[src/rtl/tcdm_burst_splitter.sv]
// Burst-to-word splitter for a single TCDM port.
// Issues words with a bounded in-flight count and reorders responses by id.
module tcdm_burst_splitter #(
    parameter int DataWidth      = 32,
    parameter int AddrWidth      = 32,
    parameter int MaxBurstLen    = 8,
    parameter int NumOutstanding = 4,
    parameter int BeWidth        = DataWidth / 8,
    parameter int LenWidth       = $clog2(MaxBurstLen + 1),
    parameter int IdWidth        = $clog2(MaxBurstLen)
) (
    input  logic                             clk_i,
    input  logic                             rst_ni,
    input  logic                             burst_req_valid_i,
    output logic                             burst_req_ready_o,
    input  logic [AddrWidth-1:0]             burst_req_addr_i,
    input  logic [LenWidth-1:0]              burst_req_len_i,
    input  logic                             burst_req_wen_i,
    input  logic [BeWidth-1:0]               burst_req_be_i,
    input  logic [MaxBurstLen*DataWidth-1:0] burst_req_wdata_i,
    output logic                             burst_rsp_valid_o,
    input  logic                             burst_rsp_ready_i,
    output logic [MaxBurstLen*DataWidth-1:0] burst_rsp_data_o,
    output logic                             burst_rsp_err_o,
    output logic                             tcdm_req_valid_o,
    input  logic                             tcdm_req_ready_i,
    output logic [AddrWidth-1:0]             tcdm_req_addr_o,
    output logic                             tcdm_req_wen_o,
    output logic [BeWidth-1:0]               tcdm_req_be_o,
    output logic [DataWidth-1:0]             tcdm_req_wdata_o,
    output logic [IdWidth-1:0]               tcdm_req_id_o,
    input  logic                             tcdm_rsp_valid_i,
    input  logic [IdWidth-1:0]               tcdm_rsp_id_i,
    input  logic [DataWidth-1:0]             tcdm_rsp_data_i
);

    localparam int OutWidth = $clog2(NumOutstanding + 1);
    localparam int BeShift  = $clog2(BeWidth);
    localparam logic [LenWidth-1:0] MaxLen = LenWidth'(MaxBurstLen);
    localparam logic [OutWidth-1:0] OutMax = OutWidth'(NumOutstanding);

    typedef enum logic [1:0] {IDLE, ISSUE, WAIT, RESP} state_e;

    state_e state_q, state_d;

    logic [AddrWidth-1:0]             addr_q;
    logic                             wen_q;
    logic [BeWidth-1:0]               be_q;
    logic [MaxBurstLen*DataWidth-1:0] wdata_q;
    logic [MaxBurstLen*DataWidth-1:0] data_q;
    logic [LenWidth-1:0]              len_q;
    logic [LenWidth-1:0]              issue_cnt_q;
    logic [OutWidth-1:0]              outst_cnt_q;
    logic [MaxBurstLen-1:0]           mask_q;
    logic [MaxBurstLen-1:0]           mask_d;
    logic [MaxBurstLen-1:0]           full_mask;
    logic                             err_q;

    logic                capture;
    logic                req_hs;
    logic                rsp_ok;
    logic                last_issue;
    logic                all_done;
    logic [LenWidth-1:0] eff_len;
    logic [IdWidth-1:0]  issue_id;

    assign eff_len  = (burst_req_len_i > MaxLen) ? MaxLen : burst_req_len_i;
    assign issue_id = issue_cnt_q[IdWidth-1:0];
    assign capture  = (state_q == ISSUE) || (state_q == WAIT);

    assign tcdm_req_valid_o = (state_q == ISSUE) && (outst_cnt_q < OutMax);
    assign tcdm_req_addr_o  = addr_q + (AddrWidth'(issue_cnt_q) << BeShift);
    assign tcdm_req_wen_o   = wen_q;
    assign tcdm_req_be_o    = be_q;
    assign tcdm_req_wdata_o = wdata_q[issue_id*DataWidth +: DataWidth];
    assign tcdm_req_id_o    = issue_id;

    assign burst_req_ready_o = (state_q == IDLE);
    assign burst_rsp_valid_o = (state_q == RESP);
    assign burst_rsp_data_o  = data_q;
    assign burst_rsp_err_o   = err_q;

    assign req_hs     = tcdm_req_valid_o && tcdm_req_ready_i;
    assign last_issue = req_hs && (issue_cnt_q == len_q - LenWidth'(1));
    assign rsp_ok     = capture && tcdm_rsp_valid_i
                     && (LenWidth'(tcdm_rsp_id_i) < len_q)
                     && !mask_q[tcdm_rsp_id_i];
    assign mask_d     = rsp_ok ? (mask_q | (MaxBurstLen'(1) << tcdm_rsp_id_i))
                               : mask_q;
    assign all_done   = (mask_d == full_mask);

    // Slots below the latched length that must be filled before responding.
    always_comb begin
        full_mask = '0;
        for (int k = 0; k < MaxBurstLen; k++) begin
            full_mask[k] = (k < int'(len_q));
        end
    end

    // State register.
    always_ff @(posedge clk_i) begin
        if (!rst_ni) begin
            state_q <= IDLE;
        end else begin
            state_q <= state_d;
        end
    end

    // Next-state decode; completion looks at the mask including this cycle's response.
    always_comb begin
        state_d = state_q;
        unique case (state_q)
            IDLE: begin
                if (burst_req_valid_i) begin
                    state_d = (eff_len == '0) ? RESP : ISSUE;
                end
            end
            ISSUE: begin
                if (last_issue) begin
                    state_d = all_done ? RESP : WAIT;
                end
            end
            WAIT: begin
                if (all_done) begin
                    state_d = RESP;
                end
            end
            RESP: begin
                if (burst_rsp_ready_i) begin
                    state_d = IDLE;
                end
            end
            default: state_d = IDLE;
        endcase
    end

    // Burst latch, issue/outstanding counters and response reassembly.
    always_ff @(posedge clk_i) begin
        if (!rst_ni) begin
            addr_q      <= '0;
            wen_q       <= 1'b0;
            be_q        <= '0;
            wdata_q     <= '0;
            data_q      <= '0;
            len_q       <= '0;
            issue_cnt_q <= '0;
            outst_cnt_q <= '0;
            mask_q      <= '0;
            err_q       <= 1'b0;
        end else if (state_q == IDLE) begin
            if (burst_req_valid_i) begin
                addr_q      <= burst_req_addr_i;
                wen_q       <= burst_req_wen_i;
                be_q        <= burst_req_be_i;
                wdata_q     <= burst_req_wdata_i;
                len_q       <= eff_len;
                data_q      <= '0;
                issue_cnt_q <= '0;
                outst_cnt_q <= '0;
                mask_q      <= '0;
                err_q       <= 1'b0;
            end
        end else begin
            if (req_hs) begin
                issue_cnt_q <= issue_cnt_q + LenWidth'(1);
            end
            if (req_hs && !rsp_ok) begin
                outst_cnt_q <= outst_cnt_q + OutWidth'(1);
            end else if (!req_hs && rsp_ok) begin
                outst_cnt_q <= outst_cnt_q - OutWidth'(1);
            end
            if (rsp_ok) begin
                mask_q <= mask_d;
                if (!wen_q) begin
                    data_q[tcdm_rsp_id_i*DataWidth +: DataWidth] <= tcdm_rsp_data_i;
                end
            end
            if (capture && tcdm_rsp_valid_i && !rsp_ok) begin
                err_q <= 1'b1;
            end
        end
    end

endmodule
[config.mk]
export PLATFORM = sky130hd
export DESIGN_NAME = tcdm_burst_splitter
export DESIGN_NICKNAME = d
export VERILOG_FILES = /design/src/rtl/tcdm_burst_splitter.sv
export SDC_FILE = /design/constraint.sdc
export NUM_CORES = 1
export LEC_CHECK = 0
export ABC_CLOCK_PERIOD_IN_PS = 3800
export BUFFER_PORTS_ARGS = -buffer_cell sky130_fd_sc_hd__buf_4
export CAP_MARGIN = 20
export CORE_AREA = 4 4 256 258
export CTS_BUF_LIST = sky130_fd_sc_hd__clkbuf_4 sky130_fd_sc_hd__clkbuf_8
export CTS_CLUSTER_DIAMETER = 200
export DETAILED_ROUTE_END_ITERATION = 12
export DIE_AREA = 0 0 260 262
export GPL_ROUTABILITY_DRIVEN = 0
export PLACE_DENSITY = 0.7
export SYNTH_ARGS = -nofsm -noshare
export SYNTH_HDL_FRONTEND = slang
export SYNTH_SLANG_ARGS = --single-unit
[constraint.sdc]
create_clock -name clk_i -period 3.8 [get_ports clk_i]
set_input_delay 0.95 -clock clk_i [delete_from_list [all_inputs] [get_ports clk_i]]
set_output_delay 0.95 -clock clk_i [all_outputs]
set_load 0.005 [all_outputs]
==> summary.md, run 1 <==
| Metric | Value |
|---|---|
| Relative slew slack | 0.403 |
| Growth of design area from synthesis to finish | 35.1% |
| Worst reg2reg path depth | 10 |
| Maximum capacitance violations | 0 |
| Via count of the first global-routing pass | 20200 |
| Clock transition at the registers of the reported paths | 0.06 ns |
| Number of buffers created by CTS | 94 |
| Layout cells sized above 1 | 0.318 |
| Height of the die | 262 um |
| Worst R2R Setup Slack | 0.58 ns |
| Most common library cell in the layout ignoring fill and taps | sky130_fd_sc_hd__buf_4 |
| Clock period minus worst slack | 3.74 ns |
| IO buf count | 669 |
| Arrival time of the worst setup path | 2.79 ns |
| Crit Reg-Reg Startpoint | state_q[1]$_SDFFE_PN0P_ |
| Clk root buf | sky130_fd_sc_hd__clkbuf_8 |
| Critical path depth in cells | 10 |
| Number of vias in the routed layout | 21600 |
| Mean routed wirelength per cell | 20.2 um |
| Number of warnings printed during yosys synthesis | 0 |
| Share of flip-flops with an asynchronous set or reset after synthesis | 0 |
| Commonest cells after routing, fill and taps aside | 711 x sky130_fd_sc_hd__buf_4, 631 x sky130_fd_sc_hd__nand2_1, 567 x sky130_fd_sc_hd__dfxtp_1 |
| Dominant synthesized flop cell | sky130_fd_sc_hd__dfxtp_1 |
| Full die area | 68100 um2 |
| Destination of the critical timing path | tcdm_req_addr_o[31] |
| Row count | 92 |
| Max incr delay on CP | 0.37 ns |
| Unrepaired setup endpoints after global routing | yes |
| Detailed Route Iter0 Violations | 2071 |
| Average size of a mapped cell | 8.70 um2 |
| Count of H-tree levels built during CTS | 3 |
| Max Fclk | 0.268 GHz |
| Leakage power | 12.7 nW |
| Largest net degree at the start of global routing | 170 |
| CTS tree | done |
| Total buffers and inverters traversed by the critical path | 1 |
| CTS Buffer Depth | 3 |
| Placement Setup Slack | 0.179 ns |
| Sequential-to-total area share from yosys stat | 0.499 |
| Path category of the worst min-delay check | register to register |
| Core Footprint | 63000 um2 |
| Total power draw | 16.5 mW |
| Worst Tran Pin Value | 0.895 ns |
| Family with the most delay on the worst path | simple AND/OR/NAND/NOR gates |
| First-pass GRT wire length | 122000 um |
| Sequential share of power | 0.414 |
| Area taken by flip-flops and latches | 11400 um2 |
| Number of antenna violations at the first check in global routing | 8 |
| Fillers | 6067 |
| Net switching fraction of the power | 0.319 |
| Max VDD drop | 0.000366 V |
| Worst-Skew Late Latency | 0.71 ns |
| Area of the mapped netlist | 22900 um2 |
| Internal Power | 11.2 mW |
| Synth unique cells | 62 |
| HPWL Detailed | 59500 um |
| Final-layout setup total negative slack | 0 ns |
| Count of flip-flops with a built-in enable after synthesis | 0 |
| Critical-path maximum fanout | 6 |
| Area of the multi-input gates | 10600 um2 |
| Ordered cell list for the critical path | ha_1 > a21o_1 > a21o_1 > a21oi_4 > nor3_2 > nand4_1 > nor2_4 > nand4_1 > xnor2_2 > buf_4 |
| Post-route ant nets | 0 |
| Number of failing hold endpoints at the final stage | 0 |
| Post-Synthesis Cells | 2636 |
| Final count of pins violating max slew | 0 |
| Die X-Extent | 260 um |
| # DRC | 0 |
| Status | complete, no violations |
| Wirelength, routed | 83600 um |
| Data required time at the worst endpoint | 2.85 ns |
| Ratio of routed vias to standard cells | 5.21 |
| Power Density | 533 nW/um2 |
| Critical path startpoint category | register |
| Starting utilization of the core area | 0.364 |
| Post-layout worst setup margin | 0.0645 ns |
| Switch Pwr | 5.27 mW |
| Total iterations of the first detailed-routing run | 6 |
| Setup Skew | 0.0452 ns |
| Crit Path Category | register to primary output |
| Setup Viol. Count Final | 0 |
| Number of top-level pins | 670 |
| Post-layout net count | 3580 |
| Final cycle utilization of the critical path | 0.983 |
| GRT Resource Usage Total | 0.230 |
| Setup crit start | issue_cnt_q[1]$_SDFFE_PN0P_ |
| GR Overflow Total | 0 |
| Synthesized netlist net count | 2996 |
| Comb pwr share | 0.231 |
| Clock tree sinks | 571 |
| Slowest library cell on the worst path | sky130_fd_sc_hd__dfxtp_4 |
| Relative contribution of the clock network to total power | 0.355 |
| End of the worst register-to-register path | burst_rsp_data_o[220]$_SDFFE_PN0P_ |
| Flop and latch count out of synthesis | 571 |
| CP Capture Type | primary output |
tightest hold or removal path: stages (launching register included):
cell                      delay, ns
sky130_fd_sc_hd__dfxtp_1       0.31
sky130_fd_sc_hd__nand2_1       0.05
sky130_fd_sc_hd__a21oi_1       0.05
power groups by stage:
stage	registers (mW)	logic, mW	clock network, mW
final	6.83	3.82	5.85
after floorplan	6.85	2.30	0
after global placement	6.93	3.76	0
after detailed placement	6.95	3.79	0
after global routing	6.89	4.15	6.22
after CTS	6.83	3.81	5.97
layout make-up:
type,count,share of cell area
flip-flops and latches,571,0.369
multi-input cells,1801,0.343
repair buffers,732,0.184
clock buffers,150,0.0590
well taps,846,0.0342
clock inverters,15,0.00703
inverters,20,0.00267
diodes,5,0.000404
Yosys cell counts (3+ instances only):
library cell               count  share of area
sky130_fd_sc_hd__nand2_1     632           0.10
sky130_fd_sc_hd__dfxtp_1     571           0.50
sky130_fd_sc_hd__a21oi_1     334          0.073
sky130_fd_sc_hd__nor2_1      283          0.046
sky130_fd_sc_hd__a22oi_1     240          0.079
sky130_fd_sc_hd__clkbuf_1    191          0.031
sky130_fd_sc_hd__mux4_2       64          0.063
sky130_fd_sc_hd__nand3_1      37         0.0081
sky130_fd_sc_hd__mux2_2       35          0.017
sky130_fd_sc_hd__buf_2        33         0.0072
sky130_fd_sc_hd__xnor2_1      27          0.010
sky130_fd_sc_hd__ha_1         20          0.011
sky130_fd_sc_hd__inv_1        20         0.0033
sky130_fd_sc_hd__nor3_1       14         0.0031
sky130_fd_sc_hd__buf_1        13         0.0021
sky130_fd_sc_hd__xor2_1       10         0.0038
sky130_fd_sc_hd__mux2i_1       7         0.0031
sky130_fd_sc_hd__nand2b_1      7         0.0019
sky130_fd_sc_hd__nand4_1       7         0.0019
sky130_fd_sc_hd__nor2b_1       6         0.0016
sky130_fd_sc_hd__o21ai_0       6         0.0013
sky130_fd_sc_hd__buf_4         5         0.0016
sky130_fd_sc_hd__o21ai_1       5         0.0011
sky130_fd_sc_hd__a211oi_1      4         0.0013
sky130_fd_sc_hd__a21o_1        4         0.0013
sky130_fd_sc_hd__a31oi_1       4         0.0011
sky130_fd_sc_hd__and3_1        4         0.0011
sky130_fd_sc_hd__nand3b_1      4         0.0013
sky130_fd_sc_hd__or2_2         4         0.0011
sky130_fd_sc_hd__nor4_1        3        0.00082
sky130_fd_sc_hd__o21a_1        3        0.00098
sky130_fd_sc_hd__or3_1         3        0.00082
sequential cells by signal, summed over array words and instances, names as in the netlist:
register and cells:
outst_cnt_q 3, mask_q 8, len_q 4, burst_rsp_data_o 256, wdata_q 256, issue_cnt_q 4, addr_q 32, state_q 2
tcdm_req_wen_o 1, burst_rsp_err_o 1, tcdm_req_be_o 4
timing repair:
action	in CTS	in global routing
pin swaps	5	11
buffers inserted	4	6
endpoints found under the setup margin	22	22
hold endpoints to repair	0	0
gates resized for setup	24	13
hold buffers	0	0
routing by layer:
metal	up-vias	share of wire	track usage
li1	10200	-	-
met1	10300	0.37	0.262
met2	919	0.50	0.402
met3	163	0.090	0.0655
met4	4	0.038	0.0989
met5	-	0.00048	0
stage by stage:
stage	hold WS, ns	area (um2)	std cells	util
6_report	0.448	31000	4140	0.492
5_1_grt	0.451	31000	4139	0.492
4_1_cts	0.415	30900	4129	0.490
3_5_place_dp	0.443	28700	3960	0.456
3_3_place_gp	0.439	28700	3960	0.456
2_1_floorplan	0.433	22900	2636	-
worst min-delay path by stage:
stage	startpoint	end	slack [ns]	cells past startpoint
after global routing	burst_req_wdata_i[215]	wdata_q[215]$_SDFFE_PN0P_	0.45	3
after global placement	wdata_q[218]$_SDFFE_PN0P_	wdata_q[218]$_SDFFE_PN0P_	0.44	2
final	burst_rsp_data_o[152]$_SDFFE_PN0P_	burst_rsp_data_o[152]$_SDFFE_PN0P_	0.45	2
after detailed placement	wdata_q[94]$_SDFFE_PN0P_	wdata_q[94]$_SDFFE_PN0P_	0.44	2
after CTS	burst_req_wdata_i[186]	wdata_q[186]$_SDFFE_PN0P_	0.42	3
after floorplan	wdata_q[192]$_SDFFE_PN0P_	wdata_q[192]$_SDFFE_PN0P_	0.43	2
cell families (layout without fill, tap and decap cells):
| kind of cell | Yosys count | count (layout) | share of synthesized area |
|---|---|---|---|
| compound gates | 620 | 620 | 0.168 |
| buf+inv | 264 | 917 | 0.0465 |
| flops | 571 | 571 | 0.499 |
| other cells | 0 | 5 | 0 |
| simple gates | 1015 | 1015 | 0.176 |
| fa+ha+maj | 22 | 22 | 0.0127 |
| xor+xnor | 37 | 37 | 0.0141 |
| mux | 107 | 107 | 0.0838 |
Power figures use the tool's default switching activity.
==> inputs of run 2 (changes only) <==
--- a/config.mk
+++ b/config.mk
@@ -15,6 +15,7 @@
 export DIE_AREA = 0 0 260 262
 export GPL_ROUTABILITY_DRIVEN = 0
 export PLACE_DENSITY = 0.7
+export REMOVE_ABC_BUFFERS = 1
 export SYNTH_ARGS = -nofsm -noshare
 export SYNTH_HDL_FRONTEND = slang
 export SYNTH_SLANG_ARGS = --single-unit
==> run 2 against run 1 <==
Critical endpoint is now tcdm_req_addr_o[28]. First-iteration DRC count shrank 4.8%. Critical path type unchanged. Combinational power about the same. Power increased by 0.77%.
==> summary.md, run 2 (same netlist as run 1, synthesis figures left out) <==
| Metric | Value |
|---|---|
| Most common library cell in the layout ignoring fill and taps | sky130_fd_sc_hd__buf_4 |
| Row count | 92 |
| Via count of the first global-routing pass | 20300 |
| # DRC | 0 |
| Crit Reg-Reg Startpoint | len_q[2]$_SDFFE_PN0P_ |
| GR Overflow Total | 0 |
| CTS tree | done |
| Worst Hold End | wdata_q[89]$_SDFFE_PN0P_ |
| Clock period minus worst slack | 3.76 ns |
| First-pass GRT wire length | 119000 um |
| Setup Viol. Count Final | 0 |
| Clock tree sinks | 571 |
| Arrival time of the worst setup path | 2.81 ns |
| Number of buffers created by CTS | 96 |
| Number of failing hold endpoints at the final stage | 0 |
| Starting utilization of the core area | 0.364 |
| Total iterations of the first detailed-routing run | 5 |
| Number of vias in the routed layout | 21500 |
| Max VDD drop | 0.000427 V |
| Final cycle utilization of the critical path | 0.990 |
| Leakage power | 12.7 nW |
| End of the worst register-to-register path | burst_rsp_data_o[27]$_SDFFE_PN0P_ |
| Core occupancy in the finished layout | 0.493 |
| Worst R2R Setup Slack | 0.77 ns |
| Clock transition at the registers of the reported paths | 0.06 ns |
| Count of H-tree levels built during CTS | 3 |
| Placed cell count | 3952 |
| Total power draw | 16.6 mW |
| Worst Tran Pin Value | 0.892 ns |
| Worst-Skew Late Latency | 0.69 ns |
| Worst reg2reg path depth | 10 |
| Wirelength, routed | 80600 um |
| Fin Hold WS | 0.450 ns |
| GRT Resource Usage Total | 0.222 |
| Layout cells sized above 1 | 0.317 |
| Height of the die | 262 um |
| Launch instance of the worst min-delay path | wdata_q[89]$_SDFFE_PN0P_ |
| Ratio of routed vias to standard cells | 5.20 |
| Area of the multi-input gates | 10600 um2 |
| Detailed Route Iter0 Violations | 1971 |
| Number of antenna violations at the first check in global routing | 8 |
| Post-route ant nets | 0 |
| IO buf count | 669 |
| Post-layout net count | 3573 |
| Clk root buf | sky130_fd_sc_hd__clkbuf_8 |
| HPWL Detailed | 55000 um |
| CP Capture Type | primary output |
| CTS Buffer Depth | 3 |
| Die X-Extent | 260 um |
| Full die area | 68100 um2 |
| Unrepaired setup endpoints after global routing | yes |
| Critical path startpoint category | register |
| Final count of pins violating max slew | 0 |
| Power Density | 536 nW/um2 |
| Fillers | 5990 |
| Number of cells on the worst hold path | 2 |
| Commonest cells after routing, fill and taps aside | 698 x sky130_fd_sc_hd__buf_4, 631 x sky130_fd_sc_hd__nand2_1, 567 x sky130_fd_sc_hd__dfxtp_1 |
| Mean routed wirelength per cell | 19.5 um |
| Maximum capacitance violations | 0 |
| Largest net degree at the start of global routing | 185 |
| Path category of the worst min-delay check | register to register |
| Crit Path Category | register to primary output |
| Critical-path maximum fanout | 4 |
| Core Footprint | 63000 um2 |
| Growth of design area from synthesis to finish | 35.2% |
| Setup Skew | 0.0575 ns |
| Non-Filler Instances | 4138 |
| Status | complete, no violations |
| Area taken by flip-flops and latches | 11400 um2 |
| Data required time at the worst endpoint | 2.85 ns |
| Relative slew slack | 0.405 |
| Max Fclk | 0.266 GHz |
| Number of top-level pins | 670 |
[run 2: cell count changes in the layout (fill, tap and decap cells not counted), moves of 3 or more]
cell                       delta
sky130_fd_sc_hd__clkbuf_4    -12
sky130_fd_sc_hd__buf_4       -13
sky130_fd_sc_hd__diode_2      +3
sky130_fd_sc_hd__inv_12       +3
sky130_fd_sc_hd__buf_12       +8
sky130_fd_sc_hd__mux2_2       +6
sky130_fd_sc_hd__buf_6        -5
sky130_fd_sc_hd__clkbuf_8     +9
sky130_fd_sc_hd__mux2_4       -6
sky130_fd_sc_hd__clkinv_2     +6
[run 2: worst max-delay path: stages (launching register included)]
cell and delay, ns:
sky130_fd_sc_hd__dfxtp_4 0.37, sky130_fd_sc_hd__ha_4 0.13, sky130_fd_sc_hd__inv_2 0.04, sky130_fd_sc_hd__fa_2 0.35, sky130_fd_sc_hd__nor2b_1 0.12, sky130_fd_sc_hd__o21ai_1 0.07
sky130_fd_sc_hd__nand2b_1 0.11, sky130_fd_sc_hd__nor2b_4 0.19, sky130_fd_sc_hd__nand2b_4 0.09, sky130_fd_sc_hd__nor3_4 0.22, sky130_fd_sc_hd__nand3_1 0.13, sky130_fd_sc_hd__xnor2_1 0.19
sky130_fd_sc_hd__buf_4 0.14
[run 2: per-stage QoR]
step	setup WS [ns]	cell area [um2]	setup TNS, ns
6_report	0.0368	31000	0
5_1_grt	-0.139	31000	-1.00
4_1_cts	-0.0873	30900	-0.270
3_5_place_dp	0.220	28700	0
3_3_place_gp	0.221	28700	0
2_1_floorplan	-5.52	21900	-3127.09
[run 2: layout make-up]
cell class,count,area share
clock inverters,23,0.00855
multi-input cells,1801,0.341
clock buffers,146,0.0596
inverters,20,0.00266
flip-flops and latches,571,0.369
diodes,8,0.000646
repair buffers,723,0.184
well taps,846,0.0341
[run 2: layer usage]
layer	GRT usage	part of all wire	vias to the layer above
met2	0.366	0.49	874
met3	0.0455	0.068	202
met5	0	0.00025	-
li1	-	-	10200
met4	0.108	0.046	2
met1	0.278	0.40	10300
[run 2: report_power, final]
group          internal [mW]  switching [mW]
Combinational           1.49            2.32
Clock                   3.35            2.63
Sequential              6.52           0.328
Total                   11.4            5.28
[run 2: worst max path at each step]
stage | slack (ns) | cells past startpoint | startpoint | end
floorplan | -5.52 | 2 | rst_ni | burst_rsp_data_o[0]$_SDFFE_PN0P_
global placement | 0.22 | 12 | issue_cnt_q[0]$_SDFFE_PN0P_ | tcdm_req_addr_o[28]
detailed placement | 0.22 | 12 | issue_cnt_q[0]$_SDFFE_PN0P_ | tcdm_req_addr_o[28]
CTS | -0.09 | 12 | issue_cnt_q[0]$_SDFFE_PN0P_ | tcdm_req_addr_o[28]
global route | -0.14 | 12 | addr_q[2]$_SDFFE_PN0P_ | tcdm_req_addr_o[26]
finish | 0.04 | 12 | issue_cnt_q[0]$_SDFFE_PN0P_ | tcdm_req_addr_o[28]
[run 2: repair_timing]
item                       4_1_cts  5_1_grt
setup endpoints to repair       44       17
pin swaps                        8        7
hold buffers                     0        0
resized for setup               17        6
setup buffers                    6        2
==> inputs of run 3 (changes only) <==
--- a/config.mk
+++ b/config.mk
@@ -14,7 +14,7 @@
 export DETAILED_ROUTE_END_ITERATION = 12
 export DIE_AREA = 0 0 260 262
 export GPL_ROUTABILITY_DRIVEN = 0
-export PLACE_DENSITY = 0.7
+export PLACE_DENSITY = 0.61
 export REMOVE_ABC_BUFFERS = 1
 export SYNTH_ARGS = -nofsm -noshare
 export SYNTH_HDL_FRONTEND = slang
==> run 3 against run 2 <==
The flow now finishes with violations (negative setup slack). Worst setup slack worse by 0.054 ns. Non-clock buffer count fell by 8. Fmax fell by 1.4%. Core utilization about the same. Sequential share of layout area barely moved. Wire length rose by 5.4%. Sequential cell count unchanged. Clock power barely moved. Combinational power decreased by 1%. Critical path depth unchanged. Register-to-register slack got worse by 0.15 ns. Die area stayed put.
==> summary.md, run 3 (same netlist as run 1, synthesis figures left out) <==
| Metric | Value |
|---|---|
| Relative slew slack | 0.459 |
| Number of buffers created by CTS | 97 |
| Via count of the first global-routing pass | 21200 |
| Post-route ant nets | 0 |
| Number of top-level pins | 670 |
| Leakage power | 12.7 nW |
| Clk root buf | sky130_fd_sc_hd__clkbuf_8 |
| Global Route met3 Usage | 0.0541 |
| Die X-Extent | 260 um |
| Crit Reg-Reg Startpoint | len_q[2]$_SDFFE_PN0P_ |
| Layout cells sized above 1 | 0.318 |
| Critical path depth in cells | 12 |
| Total iterations of the first detailed-routing run | 6 |
| Row count | 92 |
| Commonest cells after routing, fill and taps aside | 697 x sky130_fd_sc_hd__buf_4, 631 x sky130_fd_sc_hd__nand2_1, 567 x sky130_fd_sc_hd__dfxtp_1 |
| Power Density | 534 nW/um2 |
| GR Overflow Total | 0 |
| Maximum capacitance violations | 0 |
| CTS Hold Bufs | 0 |
| Setup crit start | addr_q[2]$_SDFFE_PN0P_ |
| Setup Viol. Count Final | 4 |
| Critical path startpoint category | register |
| Unrepaired setup endpoints after global routing | yes |
| Growth of design area from synthesis to finish | 35.2% |
| Crit Path Category | register to primary output |
| # DRC | 0 |
| Most common library cell in the layout ignoring fill and taps | sky130_fd_sc_hd__buf_4 |
| Worst Tran Pin Value | 0.812 ns |
| Mean routed wirelength per cell | 20.5 um |
| Starting utilization of the core area | 0.364 |
| Clock tree sinks | 571 |
| GRT Resource Usage Total | 0.234 |
| Grt met1 use | 0.270 |
| Number of vias in the routed layout | 21700 |
| Max VDD drop | 0.000309 V |
| Max Fclk | 0.262 GHz |
| Largest net degree at the start of global routing | 151 |
| Clock transition at the registers of the reported paths | 0.06 ns |
| Post-layout worst setup margin | -0.0171 ns |
| Critical-path maximum fanout | 4 |
| Number of failing hold endpoints at the final stage | 0 |
| Final count of pins violating max slew | 0 |
| CTS Buffer Depth | 3 |
| Ratio of routed vias to standard cells | 5.26 |
| Violated checks | negative setup slack |
| Setup Skew | 0.0343 ns |
| Full die area | 68100 um2 |
| Worst reg2reg path depth | 11 |
| Count of H-tree levels built during CTS | 3 |
| Launch instance of the worst min-delay path | wdata_q[223]$_SDFFE_PN0P_ |
| Height of the die | 262 um |
| Slowest library cell on the worst path | sky130_fd_sc_hd__dfxtp_2 |
| CP Capture Type | primary output |
| Detailed Route Iter0 Violations | 1874 |
| Data required time at the worst endpoint | 2.85 ns |
| Worst R2R Setup Slack | 0.62 ns |
| Arrival time of the worst setup path | 2.87 ns |
| End of the worst register-to-register path | burst_rsp_data_o[253]$_SDFFE_PN0P_ |
| Destination of the critical timing path | tcdm_req_addr_o[24] |
| Number of antenna violations at the first check in global routing | 16 |
| Fin Hold WS | 0.450 ns |
| Core Footprint | 63000 um2 |
| CTS tree | done |
| Post-layout net count | 3566 |
| Max incr delay on CP | 0.35 ns |
| Status | complete, but fails checks |
| Worst-Skew Late Latency | 0.71 ns |
| Ordered cell list for the critical path | ha_4 > inv_2 > fa_2 > nor2b_1 > o21ai_1 > nand2b_1 > nor2b_4 > nand2b_4 > nor3_4 > buf_6 > xor2_1 > buf_4 |
| IO buf count | 669 |
| First-pass GRT wire length | 125000 um |
| Final cycle utilization of the critical path | 1.00 |
| HPWL Detailed | 60200 um |
| Clock period minus worst slack | 3.82 ns |
| GR Util met2 | 0.407 |
| Placement Setup Slack | 0.252 ns |
| Wirelength, routed | 85000 um |
| Path category of the worst min-delay check | register to register |
| GR peak layer | met2 |
| Total buffers and inverters traversed by the critical path | 3 |
| Family with the most delay on the worst path | simple AND/OR/NAND/NOR gates |
==> run 3: cell count changes in the layout (fill, tap and decap cells not counted), moves of 2 or more <==
| cell | before | now |
|---|---|---|
| sky130_fd_sc_hd__nand3_4 | 0 | 2 |
| sky130_fd_sc_hd__clkinv_2 | 10 | 13 |
| sky130_fd_sc_hd__buf_12 | 22 | 16 |
| sky130_fd_sc_hd__inv_12 | 4 | 2 |
| sky130_fd_sc_hd__mux2_2 | 35 | 31 |
| sky130_fd_sc_hd__xnor2_2 | 3 | 6 |
| sky130_fd_sc_hd__clkbuf_8 | 121 | 123 |
| sky130_fd_sc_hd__diode_2 | 8 | 14 |
| sky130_fd_sc_hd__xnor2_1 | 24 | 21 |
| sky130_fd_sc_hd__mux2_4 | 1 | 5 |
| sky130_fd_sc_hd__nand3_1 | 35 | 32 |
==> run 3: metrics by stage <==
| step | util | TNS (ns) | cells | cell area, um2 | total power, mW |
|---|---|---|---|---|---|
| 4_1_cts | 0.489 | -0.878 | 4119 | 30800 | 16.7 |
| 2_1_floorplan | - | -3127.09 | 2392 | 21900 | 9.20 |
| 3_5_place_dp | 0.454 | 0 | 3946 | 28600 | 10.7 |
| 6_report | 0.492 | -0.0381 | 4138 | 31000 | 16.6 |
| 5_1_grt | 0.492 | -2.72 | 4138 | 31000 | 17.4 |
| 3_3_place_gp | 0.454 | 0 | 3946 | 28600 | 10.6 |
==> run 3: worst min path at each step <==
stage,to,slack (ns),depth (start not counted)
2_1_floorplan,wdata_q[192]$_SDFFE_PN0P_,0.43,2
3_3_place_gp,wdata_q[152]$_SDFFE_PN0P_,0.44,2
3_5_place_dp,wdata_q[192]$_SDFFE_PN0P_,0.44,2
4_1_cts,wdata_q[76]$_SDFFE_PN0P_,0.43,3
5_1_grt,addr_q[19]$_SDFFE_PN0P_,0.45,3
6_report,wdata_q[223]$_SDFFE_PN0P_,0.45,2
==> run 3: what timing repair did <==
item | 4_1_cts | 5_1_grt
pin swaps | 7 | 6
buffers inserted | 2 | 5
endpoints found under the setup margin | 16 | 20
resized for setup | 20 | 16
==> run 3: layout make-up <==
| cell class | instances | area [um2] |
|---|---|---|
| diodes | 14 | 35.0 |
| clock buffers | 148 | 1880 |
| clock inverters | 23 | 243 |
| fillers | 5949 | 32000 |
| inverters | 20 | 82.6 |
| multi-input cells | 1801 | 10700 |
| flip-flops and latches | 571 | 11400 |
| well taps | 846 | 1060 |
| repair buffers | 715 | 5590 |
==> run 3: power breakdown <==
| group | internal (mW) | total (mW) | switching (mW) |
|---|---|---|---|
| registers | 6.52 | 6.85 | 0.325 |
| logic | 1.43 | 3.76 | 2.33 |
| clock network | 3.38 | 5.96 | 2.58 |
==> run 3: tightest hold or removal path, stage by stage, from the launching register on <==
cell and delay (ns):
sky130_fd_sc_hd__dfxtp_1 0.30, sky130_fd_sc_hd__nand2_1 0.05, sky130_fd_sc_hd__a21oi_1 0.05
==> run 3: per-layer routing <==
metal  vias to the layer above  wire (um)  share of wire
met5                         -         33        0.00039
met4                         4       4240          0.050
met3                       226       5730          0.067
li1                      10200          -              -
met1                     10500      32000           0.38
met2                       858      43000           0.51
